[src/rtl/pipe_fetch_stage.sv]
// Instruction-fetch stage with PC, word-addressed instruction memory and the
// IF/ID pipeline register. Handles stall, branch redirect and halt.
module pipe_fetch_stage #(
  parameter int unsigned ADDR_W   = 6,
  parameter int unsigned DATA_W   = 32,
  parameter int unsigned RESET_PC = 0,
  parameter logic [5:0]  HALT_OP  = 6'h3F
) (
  input  logic              clk,
  input  logic              rst,
  input  logic              stall,
  input  logic              redirect,
  input  logic [ADDR_W-1:0] redirect_pc,
  input  logic              imem_we,
  input  logic [ADDR_W-1:0] imem_waddr,
  input  logic [DATA_W-1:0] imem_wdata,
  output logic [ADDR_W-1:0] pc,
  output logic [DATA_W-1:0] instr,
  output logic [ADDR_W-1:0] instr_pc,
  output logic              instr_valid,
  output logic              halted
);

  localparam int unsigned DEPTH = 1 << ADDR_W;
  localparam logic [ADDR_W-1:0] PC_INIT = ADDR_W'(RESET_PC);

  typedef enum logic {RUN, HALT} state_t;

  state_t              state, state_n;
  logic [ADDR_W-1:0]   pc_n, instr_pc_n;
  logic [DATA_W-1:0]   instr_n;
  logic                valid_n;
  logic [DATA_W-1:0]   mem [DEPTH];
  logic [DATA_W-1:0]   fetch_word;
  logic [5:0]          opcode;

  // Instruction memory write port; contents survive reset.
  always_ff @(posedge clk) begin
    if (imem_we) mem[imem_waddr] <= imem_wdata;
  end

  // Combinational read at the current PC (sees the pre-write word this cycle).
  assign fetch_word = mem[pc];
  assign opcode     = fetch_word[DATA_W-1 -: 6];
  assign halted     = (state == HALT);

  // State, PC and IF/ID register.
  always_ff @(posedge clk or posedge rst) begin
    if (rst) begin
      state       <= RUN;
      pc          <= PC_INIT;
      instr       <= '0;
      instr_pc    <= '0;
      instr_valid <= 1'b0;
    end else begin
      state       <= state_n;
      pc          <= pc_n;
      instr       <= instr_n;
      instr_pc    <= instr_pc_n;
      instr_valid <= valid_n;
    end
  end

  // Next-state and IF/ID update: redirect beats stall beats normal fetch.
  always_comb begin
    state_n    = state;
    pc_n       = pc;
    instr_n    = instr;
    instr_pc_n = instr_pc;
    valid_n    = instr_valid;
    unique case (state)
      RUN: begin
        if (redirect) begin
          pc_n    = redirect_pc;
          instr_n = '0;
          valid_n = 1'b0;
        end else if (!stall) begin
          instr_n    = fetch_word;
          instr_pc_n = pc;
          valid_n    = 1'b1;
          if (opcode == HALT_OP) state_n = HALT;
          else                   pc_n    = pc + 1'b1;
        end
      end
      HALT: begin
        if (redirect) begin
          pc_n    = redirect_pc;
          instr_n = '0;
          valid_n = 1'b0;
          state_n = RUN;
        end else if (!stall) begin
          instr_n = '0;
          valid_n = 1'b0;
        end
      end
      default: state_n = RUN;
    endcase
  end

endmodule

[config.mk]
export PLATFORM = sky130hd
export DESIGN_NAME = pipe_fetch_stage
export DESIGN_NICKNAME = d
export VERILOG_FILES = /design/src/rtl/pipe_fetch_stage.sv
export SDC_FILE = /design/constraint.sdc
export NUM_CORES = 2
export LEC_CHECK = 0
export CAP_MARGIN = 20
export CELL_PAD_IN_SITES_DETAIL_PLACEMENT = 1
export CELL_PAD_IN_SITES_GLOBAL_PLACEMENT = 1
export CORE_ASPECT_RATIO = 1.5
export CORE_MARGIN = 1
export CORE_UTILIZATION = 50
export DETAILED_ROUTE_END_ITERATION = 7
export GPL_ROUTABILITY_DRIVEN = 0
export PLACE_DENSITY = 0.77
export SLEW_MARGIN = 20
export SYNTH_ARGS = -nofsm -noshare
export SYNTH_HDL_FRONTEND = slang
export SYNTH_SLANG_ARGS = --single-unit
[constraint.sdc]
create_clock -name clk -period 8.1 [get_ports clk]
set_input_delay 1.215 -clock clk [delete_from_list [all_inputs] [get_ports clk]]
set_output_delay 1.215 -clock clk [all_outputs]
set_load 0.01 [all_outputs]
==> results_dict.tcl <==
set metrics [dict create \
    grt_start_max_net_pins 138 \
    max-cap-violations 0 \
    finalHoldViolCount 0 \
    power_density_nw_per_um2 259 \
    cts.sinks 2094 \
    required_ns 8.82 \
    die_y_um 491 \
    syn_inst 3243 \
    antenna_found_initial 8 \
    critical-path-max-stage-delay_ns 0.96 \
    violations "design-rule violations" \
    worst_ep_arrival_time_ns 5.43 \
    htree_num_levels 4 \
    crit_start "pc[0]" \
    cts.repair.resized 0 \
    finalSetupViolCount 0 \
    dieArea_um2 161000 \
    ctsHoldBuffers 0 \
    firstDrtPassIters 7 \
    nFillCells 13000 \
    use_met3 0.0589 \
    row_count 179 \
    layout.nets 3493 \
    ys_top_cells_by_area "edfxtp_1 77%, mux4_2 18%, dfrtp_1 1.4%" \
    cp-end-kind "flip-flop" \
    status "finished, violations left" \
    synthFlopType "edfxtp_1" \
    gr-total-overflow 0 \
    syn_to_final_growth_pct 12.2 \
    synth-seq-cells 2094 \
    multiInputGateArea_um2 16700 \
    crit_chain "buf_4 > mux4_2 > mux2i_1 > a21oi_1 > a221oi_1 > nor4_1 > or3_1 > a31oi_1" \
    grt.busiest_layer "met2" \
    ioPinCount 95 \
    grt_pass1_wl_um 311000 \
    grtUsageTotal 0.282 \
    drc 56 \
    synthArstFlopShare 0.0220 \
    clk_latency_ns 0.81 \
    cts_setup_buffers 0 \
    finalCritPeriodShare 0.581 \
    hold_ws_ns 0.480 \
    ys_warn_count 0 \
    leakage_nw 27.6 \
    netSwitchingFraction 0.226 \
    drive_gt1_frac 0.310 \
    met2_usage 0.474 \
    fp.coreArea_um2 159000 \
    clkPwrFrac 0.377 \
    dp_hpwl_um 121000 \
    clockBufferDepth 3 \
    tritoncts "built" \
    grtUsageMet1 0.354 \
    io_buffer_count 94 \
    path_class "reg -> reg" \
    avgViaCountPerCell 6.73 \
    synth.most_common_cell "edfxtp_1" \
    hp-class "reg -> reg" \
    path_clk_slew_ns 0.06 \
    min_from "instr_valid" \
    die_x_um 328 \
    peakVddDrop_uv 232 \
    rsz0062_at_grt "false" \
    synth.avg_cell_area_um2 24.6 \
    power_frac_comb 0.102 \
    max_freq_mhz 212 \
    numCtsBuffers 177 \
    synth_edf_count 2048 \
    wl_um 224000 \
    tightestPinTransition_ns 1.18 \
    vias 38200 \
    start_util 0.504 \
    ys_types 58 \
    finalMaxSlewViolations 0 \
    crit_path_start_kind "flip-flop" \
    regArea_um2 62700 \
    synth_common_cells "2048 x edfxtp_1, 628 x mux4_2, 91 x clkbuf_1" \
    p_seq_frac 0.521 \
    max-slew-margin-rel 0.214 \
    fin_crit_ns 4.71 \
    initialDrtViolationCount 5373 \
    fin_tns_setup_ns 0 \
    finalClockSkew_ns 0.0252 \
    postRouteAntennaNets 0 \
    synth.net_count 3293 \
    grt_pass1_vias 39600 \
    r2r-start "pc[0]" \
    syn_area_um2 79800 \
    wl_per_cell_um 39.5 \
    yosysTopAreaCell "edfxtp_1" \
    synth_top_area_share 0.770 \
    crit_slowest_cell "dfrtp_4" \
    p_switching_mw 5.26 \
    cts-root-buf "clkbuf_16" \
    crit_path_max_fanout 43 \
    seq_area_frac_synth 0.785 \
    p_int_mw 18.0 \
]
[through the flow]
step	setup slack, ns	utilization	cell area [um2]	cells	power, mW
after detailed placement	3.23	0.527	83600	5343	14.7
after floorplan	3.54	-	79800	3243	13.8
after global routing	3.18	0.565	89600	5669	23.7
final	3.39	0.565	89600	5670	23.2
after global placement	3.38	0.527	83600	5343	14.7
after CTS	3.37	0.564	89500	5665	23.3
[power groups by stage]
stage / Combinational (mW) / Sequential [mW] / Clock [mW]
3_3_place_gp: 2.31 / 12.3 / 0
6_report: 2.38 / 12.1 / 8.76
2_1_floorplan: 1.53 / 12.3 / 0
5_1_grt: 2.47 / 12.1 / 9.12
3_5_place_dp: 2.37 / 12.4 / 0
4_1_cts: 2.39 / 12.1 / 8.84
[layout make-up]
| class | count | area share |
|---|---|---|
| Antenna cell | 3 | 0.0000838 |
| Inverter | 7 | 0.000377 |
| Timing Repair Buffer | 195 | 0.0188 |
| Multi-Input combinational cell | 968 | 0.187 |
| Clock buffer | 206 | 0.0518 |
| Sequential cell | 2094 | 0.699 |
| Clock inverter | 116 | 0.0139 |
| Tap cell | 2081 | 0.0291 |
[critical path, delay by kind of cell (launching register included)]
family                 cells  cell delay [ns]
AO/OA/AOI/OAI              3             1.17
flip-flops                 1             0.96
multiplexers               2             0.88
buffers and inverters      1             0.80
AND/OR/NAND/NOR            2             0.68
[cell families (layout without fill, tap and decap cells)]
kind of cell / count (synthesis) / count (layout) / synth area share
flops: 2094 / 2094 / 0.785
mux: 667 / 667 / 0.182
buf+inv: 181 / 524 / 0.0119
simple gates: 178 / 178 / 0.0101
compound gates: 122 / 122 / 0.0111
fa+ha+maj: 1 / 1 / 0.000157
other cells: 0 / 3 / 0
[final timing paths]
| path | endpoint | slack, ns | cells past startpoint |
|---|---|---|---|
| worst max-delay path | pc[4] | 3.39 | 8 |
| worst min-delay path | instr_valid | 0.48 | 2 |
| worst max register to register | pc[4] | 3.39 | 8 |
| worst min register to register | instr_valid | 0.48 | 2 |
| max in group asynchronous | pc[2] | 6.32 | 3 |
| min in group asynchronous | pc[1] | 1.05 | 3 |
[registers in the layout (all words and copies together) (netlist names)]
signal and flops:
pc 6, halted 1, instr 32, instr_valid 1
mem 2048, instr_pc 6
[routing by layer]
metal / up-vias / share of wire
li1: 14400 / -
met1: 20700 / 0.34
met2: 2595 / 0.51
met3: 485 / 0.10
met4: 4 / 0.047
met5: - / 0.000071
[cells in the final DEF, fill, tap and decap left out, types with 10 or more instances in the layout]
| master | instances |
|---|---|
| clkbuf_1 | 21 |
| buf_2 | 10 |
| clkinv_1 | 34 |
| nand2_1 | 39 |
| clkdlybuf4s50_1 | 63 |
| bufinv_16 | 25 |
| nor2_1 | 17 |
| buf_4 | 115 |
| a22oi_1 | 17 |
| dfrtp_1 | 42 |
| a22o_1 | 28 |
| mux4_2 | 628 |
| clkinvlp_4 | 11 |
| mux2i_1 | 35 |
| clkbuf_16 | 179 |
| nor2_4 | 62 |
| nand3_1 | 14 |
| clkinv_2 | 39 |
| o21ai_0 | 23 |
| a21oi_1 | 16 |
| edfxtp_1 | 2048 |
(Power assumes the default switching activity.)
